===== src/rtl/stopwatch_pkg.sv =====
// Shared types and constants for the stopwatch_timer block.
// Digit selects index the four display digits; the helpers convert a BCD
// pair into binary minutes and clamp an adjust value to a digit's limit.
package stopwatch_pkg;

    typedef logic [3:0] bcd_t;

    localparam logic [1:0] DIG_MIN_L = 2'd0;
    localparam logic [1:0] DIG_MIN_R = 2'd1;
    localparam logic [1:0] DIG_SEC_L = 2'd2;
    localparam logic [1:0] DIG_SEC_R = 2'd3;

    localparam logic DIR_UP   = 1'b0;
    localparam logic DIR_DOWN = 1'b1;

    // Two BCD digits (tens, ones) to a binary value 0..99.
    function automatic logic [6:0] bcd2_to_bin(input bcd_t tens, input bcd_t ones);
        return 7'(tens) * 7'd10 + 7'(ones);
    endfunction

    // Limit a requested digit value to the highest legal value of that digit.
    function automatic bcd_t clamp_digit(input bcd_t val, input bcd_t lim);
        return (val > lim) ? lim : val;
    endfunction

endpackage


===== src/rtl/stopwatch_timer_bcd_digit.sv =====
// bcd_digit: one modulo-MOD BCD digit with increment, decrement and load.
// carry_o / borrow_o are lookahead flags (digit sits at its top / at zero),
// so the parent can build the ripple enables from register state only and
// the cascade contains no combinational loop. Load has priority over
// inc, inc over dec.
module bcd_digit
    import stopwatch_pkg::*;
#(
    parameter int MOD = 10
) (
    input  logic clk,
    input  logic rst,
    input  logic load_i,
    input  bcd_t load_val_i,
    input  logic inc_i,
    input  logic dec_i,
    output bcd_t q_o,
    output logic carry_o,
    output logic borrow_o
);

    localparam bcd_t MAX_VAL = bcd_t'(MOD - 1);

    bcd_t digit_q;
    bcd_t digit_d;

    assign q_o      = digit_q;
    assign carry_o  = (digit_q == MAX_VAL);
    assign borrow_o = (digit_q == 4'd0);

    // Next digit value: load, then modulo increment, then modulo decrement.
    always_comb begin
        digit_d = digit_q;
        if (load_i) begin
            digit_d = load_val_i;
        end else if (inc_i) begin
            digit_d = (digit_q == MAX_VAL) ? 4'd0 : digit_q + 4'd1;
        end else if (dec_i) begin
            digit_d = (digit_q == 4'd0) ? MAX_VAL : digit_q - 4'd1;
        end
    end

    // Digit register.
    always_ff @(posedge clk or posedge rst) begin
        if (rst) begin
            digit_q <= 4'd0;
        end else begin
            digit_q <= digit_d;
        end
    end

endmodule


===== src/rtl/stopwatch_timer.sv =====
// stopwatch_timer: MM:SS up/down counter with tick prescaler, minute
// ceiling (wrap or saturate), clamped digit adjust, run/pause and a sticky
// terminal flag. Optional lap-freeze display is enabled by defining
// STOPWATCH_LAP_EN; without it the lap input is ignored.
module stopwatch_timer
    import stopwatch_pkg::*;
#(
    parameter int TICK_DIV = 100000000,
    parameter int MAX_MIN  = 59,
    parameter bit WRAP     = 1'b1
) (
    input  logic       clk,
    input  logic       rst,
    input  logic       run,
    input  logic       clr,
    input  logic       dir,
    input  logic       adj,
    input  logic [1:0] adj_sel,
    input  logic [3:0] adj_val,
    input  logic       lap,
    output logic       tick,
    output logic [3:0] min_l,
    output logic [3:0] min_r,
    output logic [3:0] sec_l,
    output logic [3:0] sec_r,
    output logic       done
);

    localparam int             PW          = $clog2(TICK_DIV);
    localparam logic [PW-1:0]  PRESC_LAST  = PW'(TICK_DIV - 1);
    localparam bcd_t           MAX_MIN_T   = bcd_t'(MAX_MIN / 10);
    localparam bcd_t           MAX_MIN_O   = bcd_t'(MAX_MIN % 10);
    localparam logic [6:0]     MAX_MIN_BIN = 7'(MAX_MIN);

    logic [PW-1:0] presc_q;
    logic [PW-1:0] presc_d;
    logic          tick_q;
    logic          tick_d;
    logic          done_q;
    logic          done_d;

    bcd_t       dig_q    [4];
    bcd_t       adj_dig  [4];
    bcd_t       load_val [4];
    logic [3:0] load_v;
    logic [3:0] inc_v;
    logic [3:0] dec_v;
    logic [3:0] carry_v;
    logic [3:0] borrow_v;

    logic tick_en;
    logic count_up;
    logic count_dn;
    logic at_max;
    logic at_zero;
    logic land_zero;
    logic up_step;
    logic up_wrap;
    logic dn_step;

    // The minutes-tens digit never carries or borrows out; the ceiling and
    // the zero floor are handled by at_max / at_zero instead.
    logic unused_top_flags;
    assign unused_top_flags = carry_v[DIG_MIN_L] ^ borrow_v[DIG_MIN_L];

    for (genvar gi = 0; gi < 4; gi++) begin : g_digit
        bcd_digit #(
            .MOD((gi == int'(DIG_SEC_L)) ? 6 : 10)
        ) u_digit (
            .clk       (clk),
            .rst       (rst),
            .load_i    (load_v[gi]),
            .load_val_i(load_val[gi]),
            .inc_i     (inc_v[gi]),
            .dec_i     (dec_v[gi]),
            .q_o       (dig_q[gi]),
            .carry_o   (carry_v[gi]),
            .borrow_o  (borrow_v[gi])
        );
    end

    // A count tick fires on the edge where the enabled prescaler wraps.
    assign tick_en  = run && !adj && !clr && (presc_q == PRESC_LAST);
    assign count_up = tick_en && (dir == DIR_UP);
    assign count_dn = tick_en && (dir == DIR_DOWN);

    assign at_max = (dig_q[DIG_MIN_L] == MAX_MIN_T) && (dig_q[DIG_MIN_R] == MAX_MIN_O) &&
                    (dig_q[DIG_SEC_L] == 4'd5) && (dig_q[DIG_SEC_R] == 4'd9);
    assign at_zero = (dig_q[DIG_MIN_L] == 4'd0) && (dig_q[DIG_MIN_R] == 4'd0) &&
                     (dig_q[DIG_SEC_L] == 4'd0) && (dig_q[DIG_SEC_R] == 4'd0);
    // 00:01 is the only value a down tick turns into 00:00.
    assign land_zero = (dig_q[DIG_MIN_L] == 4'd0) && (dig_q[DIG_MIN_R] == 4'd0) &&
                       (dig_q[DIG_SEC_L] == 4'd0) && (dig_q[DIG_SEC_R] == 4'd1);

    assign up_step = count_up && !at_max;
    assign up_wrap = count_up && at_max && WRAP;
    assign dn_step = count_dn && !at_zero;

    // Prescaler: clears on clr/adj, counts while running, holds while paused.
    always_comb begin
        presc_d = presc_q;
        if (clr || adj) begin
            presc_d = '0;
        end else if (run) begin
            presc_d = (presc_q == PRESC_LAST) ? '0 : presc_q + PW'(1);
        end
    end

    // Adjusted digit set: load the selected digit clamped to its range, then
    // pull the minutes back to the ceiling if the pair overshoots it.
    always_comb begin
        adj_dig = dig_q;
        case (adj_sel)
            DIG_MIN_L: adj_dig[DIG_MIN_L] = clamp_digit(adj_val, MAX_MIN_T);
            DIG_MIN_R: adj_dig[DIG_MIN_R] = clamp_digit(adj_val, 4'd9);
            DIG_SEC_L: adj_dig[DIG_SEC_L] = clamp_digit(adj_val, 4'd5);
            default:   adj_dig[DIG_SEC_R] = clamp_digit(adj_val, 4'd9);
        endcase
        if (bcd2_to_bin(adj_dig[DIG_MIN_L], adj_dig[DIG_MIN_R]) > MAX_MIN_BIN) begin
            adj_dig[DIG_MIN_L] = MAX_MIN_T;
            adj_dig[DIG_MIN_R] = MAX_MIN_O;
        end
    end

    // Digit controls in priority order clr > adj > tick; carries ripple
    // through the lookahead flags of the lower digits.
    always_comb begin
        load_v   = '0;
        inc_v    = '0;
        dec_v    = '0;
        load_val = '{default: 4'd0};
        if (clr) begin
            load_v = '1;
        end else if (adj) begin
            load_v   = '1;
            load_val = adj_dig;
        end else if (up_wrap) begin
            load_v = '1;
        end else if (up_step) begin
            inc_v[DIG_SEC_R] = 1'b1;
            inc_v[DIG_SEC_L] = carry_v[DIG_SEC_R];
            inc_v[DIG_MIN_R] = carry_v[DIG_SEC_R] && carry_v[DIG_SEC_L];
            inc_v[DIG_MIN_L] = carry_v[DIG_SEC_R] && carry_v[DIG_SEC_L] && carry_v[DIG_MIN_R];
        end else if (dn_step) begin
            dec_v[DIG_SEC_R] = 1'b1;
            dec_v[DIG_SEC_L] = borrow_v[DIG_SEC_R];
            dec_v[DIG_MIN_R] = borrow_v[DIG_SEC_R] && borrow_v[DIG_SEC_L];
            dec_v[DIG_MIN_L] = borrow_v[DIG_SEC_R] && borrow_v[DIG_SEC_L] && borrow_v[DIG_MIN_R];
        end
    end

    // Tick pulse and sticky done flag; clearing beats a same-cycle set.
    always_comb begin
        tick_d = tick_en;
        done_d = done_q;
        if (clr || adj) begin
            done_d = 1'b0;
        end else if (count_up && at_max) begin
            done_d = 1'b1;
        end else if (count_dn && (land_zero || at_zero)) begin
            done_d = 1'b1;
        end
    end

    // Prescaler, tick and done registers.
    always_ff @(posedge clk or posedge rst) begin
        if (rst) begin
            presc_q <= '0;
            tick_q  <= 1'b0;
            done_q  <= 1'b0;
        end else begin
            presc_q <= presc_d;
            tick_q  <= tick_d;
            done_q  <= done_d;
        end
    end

    assign tick = tick_q;
    assign done = done_q;

`ifdef STOPWATCH_LAP_EN
    logic lap_q;
    logic freeze_q;
    logic freeze_d;
    logic lap_rise;
    bcd_t frz_q [4];

    assign lap_rise = lap && !lap_q;

    // Freeze toggles on each lap rising edge; clr always releases it.
    always_comb begin
        freeze_d = freeze_q;
        if (clr) begin
            freeze_d = 1'b0;
        end else if (lap_rise) begin
            freeze_d = !freeze_q;
        end
    end

    // Lap edge detector, freeze flag and the snapshot taken on freeze entry.
    always_ff @(posedge clk or posedge rst) begin
        if (rst) begin
            lap_q    <= 1'b0;
            freeze_q <= 1'b0;
            frz_q    <= '{default: 4'd0};
        end else begin
            lap_q    <= lap;
            freeze_q <= freeze_d;
            if (lap_rise && !freeze_q && !clr) begin
                frz_q <= dig_q;
            end
        end
    end

    // Display shows the snapshot while frozen, the live count otherwise.
    assign min_l = freeze_q ? frz_q[DIG_MIN_L] : dig_q[DIG_MIN_L];
    assign min_r = freeze_q ? frz_q[DIG_MIN_R] : dig_q[DIG_MIN_R];
    assign sec_l = freeze_q ? frz_q[DIG_SEC_L] : dig_q[DIG_SEC_L];
    assign sec_r = freeze_q ? frz_q[DIG_SEC_R] : dig_q[DIG_SEC_R];
`else
    logic unused_lap;
    assign unused_lap = lap;

    assign min_l = dig_q[DIG_MIN_L];
    assign min_r = dig_q[DIG_MIN_R];
    assign sec_l = dig_q[DIG_SEC_L];
    assign sec_r = dig_q[DIG_SEC_R];
`endif

endmodule

===== config.mk =====
export PLATFORM = sky130hd
export DESIGN_NAME = stopwatch_timer
export DESIGN_NICKNAME = d
export VERILOG_FILES = /design/src/rtl/stopwatch_pkg.sv /design/src/rtl/stopwatch_timer_bcd_digit.sv /design/src/rtl/stopwatch_timer.sv
export SDC_FILE = /design/constraint.sdc
export NUM_CORES = 1
export LEC_CHECK = 0
export CAP_MARGIN = 20
export CELL_PAD_IN_SITES_DETAIL_PLACEMENT = 1
export CELL_PAD_IN_SITES_GLOBAL_PLACEMENT = 1
export CORE_UTILIZATION = 45
export CTS_CLUSTER_DIAMETER = 40
export DETAILED_ROUTE_END_ITERATION = 16
export GPL_ROUTABILITY_DRIVEN = 0
export PLACE_DENSITY_LB_ADDON = 0.1
export SYNTH_ARGS = -nofsm -noshare
export SYNTH_HDL_FRONTEND = slang
export SYNTH_HIERARCHICAL = 1
export SYNTH_SLANG_ARGS = --single-unit

===== constraint.sdc =====
create_clock -name clk -period 3.05 [get_ports clk]
set_input_delay 0.61 -clock clk [delete_from_list [all_inputs] [get_ports clk]]
set_output_delay 0.61 -clock clk [all_outputs]
set_load 0.01 [all_outputs]

==> impl_metrics.py <==
metrics = {
    "global_routing": {
        "use_met3_pct": 2.751,
        "grt_overflow_total": 0,
        "grt_pass1_vias": 3601,
        "busiest_layer": "met2",
        "grt_max_degree": 30,
        "track_usage_pct": 26.52,
        "grt_util_met1_pct": 39.55,
        "grt_pass1_wl_mm": 18.42,
        "use_met2_pct": 42.21,
        "antenna_found_initial": 0,
    },
    "synth": {
        "ys.warnings.count": 6,
        "syn_inst": 460,
        "syn_nets": 482,
        "netlist_area_um2": 3800,
        "avgSynthCellArea_um2": 8.261,
    },
    "final_layout": {
        "layout_commonest_cell": "buf_4",
        "layout-drive-gt1-share_pct": 22.50,
        "syn2layout_area_growth_pct": 24.70,
        "final-seq-area_um2": 1129,
        "multi_input_area_um2": 2531,
        "final_cell_mix": "62 x buf_4, 43 x dfrtp_1, 42 x nand2_1",
        "n_antenna_cell": 0,
        "layout.nets": 550,
        "nFillCells": 993,
        "design_area_um2": 4738,
        "post_layout_nonfiller_instances": 634,
    },
    "sta": {
        "rsz0062_at_grt": "yes",
        "max_freq_ghz": 0.3298,
        "setup_violations": 0,
        "worst_pin_slew_ns": 0.6939,
        "fin_skew_ns": 0.01466,
        "hold-worst-slack_ns": 0.5126,
        "drv_slew": 0,
        "setup_slack_ns": 0.01807,
        "slew_headroom_pct": 53.74,
        "finalCritPeriodShare_pct": 99.41,
        "fin_crit_ns": 3.032,
        "hold_viol": 0,
    },
    "run_status": {
        "status": "completed",
    },
    "cts": {
        "cts-root-buf": "clkbuf_8",
        "clkLatencyLatePin_ns": 0.31,
        "cts_hold_buf": 0,
        "h-tree-depth": 2,
        "cts_sinks": 45,
        "numCtsBuffers": 5,
        "cts_buffer_depth": 2,
        "cts_tree": "done",
        "clk_pin_slew_ns": 0.10,
    },
    "place": {
        "post-place-ws_ns": -0.5895,
        "dp_cells": 616,
        "io_buffers": 29,
        "dp_hpwl_mm": 8.531,
        "post_dp_cell_area_um2": 4491,
    },
    "route": {
        "ant_nets": 0,
        "dr.pass1.iters": 4,
        "drc": 0,
        "initialDrtViolationCount": 214,
        "wl_per_cell_um": 18.76,
        "wirelength_mm": 11.90,
        "via_count": 3806,
        "viasPerCell": 6.003,
    },
    "setup_path": {
        "startpoint_type": "input port",
        "end_kind": "flip-flop",
        "worst_ep_required_time_ns": 3.22,
        "r2r-start": "presc_q[10]$_DFFE_PP0P_",
        "path_class": "input port to flip-flop",
        "path_max_fanout": 4,
        "cp_data_arrival_time_ns": 3.20,
        "crit_start": "adj_val[2]",
    },
    "run": {
        "max_cap_violations": 0,
    },
    "die": {
        "design.core.area_um2": 8175,
        "start_util_pct": 46.48,
        "dieArea_um2": 8815,
        "ios": 31,
        "die_w_um": 93.89,
        "rows": 33,
        "die_height_um": 93.89,
    },
    "worst_hold_path": {
        "hold_class": "flip-flop to flip-flop",
        "hp-start": "presc_q[26]$_DFFE_PP0P_",
    },
    "pwr": {
        "p_total_mw": 1.417,
        "power_leakage_nw": 1.972,
        "vdd_drop_max_mv": 0.1801,
        "p_per_area_nw_per_um2": 299.0,
    },
}
==> metrics by stage <==
stage	utilization (%)	TNS, ns
finish	57.96	0
CTS	56.31	0
global placement	54.93	-3.468
detailed placement	54.93	-4.417
global route	57.96	-0.3941
floorplan	-	0
==> area by class of cell <==
cell class / instances / area share, %
inverters: 23 / 1.822
well taps: 105 / 2.773
clock inverters: 2 / 0.3697
clock buffers: 6 / 1.743
repair buffers: 92 / 16.05
flip-flops and latches: 45 / 23.82
multi-input cells: 361 / 53.42
==> repair_timing <==
item,4_1_cts,5_1_grt
resized for setup,11,23
buffers inserted,0,10
pin swaps,1,11
setup endpoints to repair,8,9
==> layer usage <==
layer | vias up | share of wire [%] | wire, µm
li1 | 1824 | - | -
met1 | 1888 | 49 | 5807
met2 | 80 | 47 | 5546
met3 | 14 | 3.6 | 432
met4 | 0 | 0.92 | 110
met5 | - | 0 | 0
==> report_power, final <==
part / leakage, nW / internal [mW] / switching, mW
Combinational: 1.30 / 0.166 / 0.206
Clock: 0.0518 / 0.189 / 0.236
Sequential: 0.616 / 0.609 / 0.0115
Total: 1.97 / 0.964 / 0.453
==> path summary, 6_finish.rpt <==
kind	end	slack, ns	depth (start not counted)
min in group asynchronous	g_digit[3].u_digit/q_o[0]$_DFFE_PP0P_	0.78	2
worst min register to register	presc_q[26]$_DFFE_PP0P_	0.51	1
worst max register to register	g_digit[2].u_digit/q_o[3]$_DFFE_PP0P_	0.11	9
worst min-delay path	presc_q[26]$_DFFE_PP0P_	0.51	1
worst max-delay path	g_digit[1].u_digit/q_o[0]$_DFFE_PP0P_	0.02	14
max in group asynchronous	presc_q[10]$_DFFE_PP0P_	1.79	3
==> worst max-delay path: stages <==
cell	delay (ns)
dlygate4sd2_1	0.27
buf_4	0.15
nor2_2	0.14
mux2_4	0.19
ha_4	0.19
ha_2	0.18
fa_1	0.41
xor2_2	0.20
nor3b_2	0.24
a21oi_4	0.06
buf_4	0.17
o21ba_2	0.21
nand2_1	0.07
o21ai_0	0.10
==> sequential cells by signal, indices dropped and copies added, names as in the netlist <==
| name | flops |
|---|---|
| g_digit.u_digit/q_o | 16 |
| tick | 1 |
| presc_q | 27 |
| done | 1 |
Note: power is estimated with default switching activity, not from simulation.
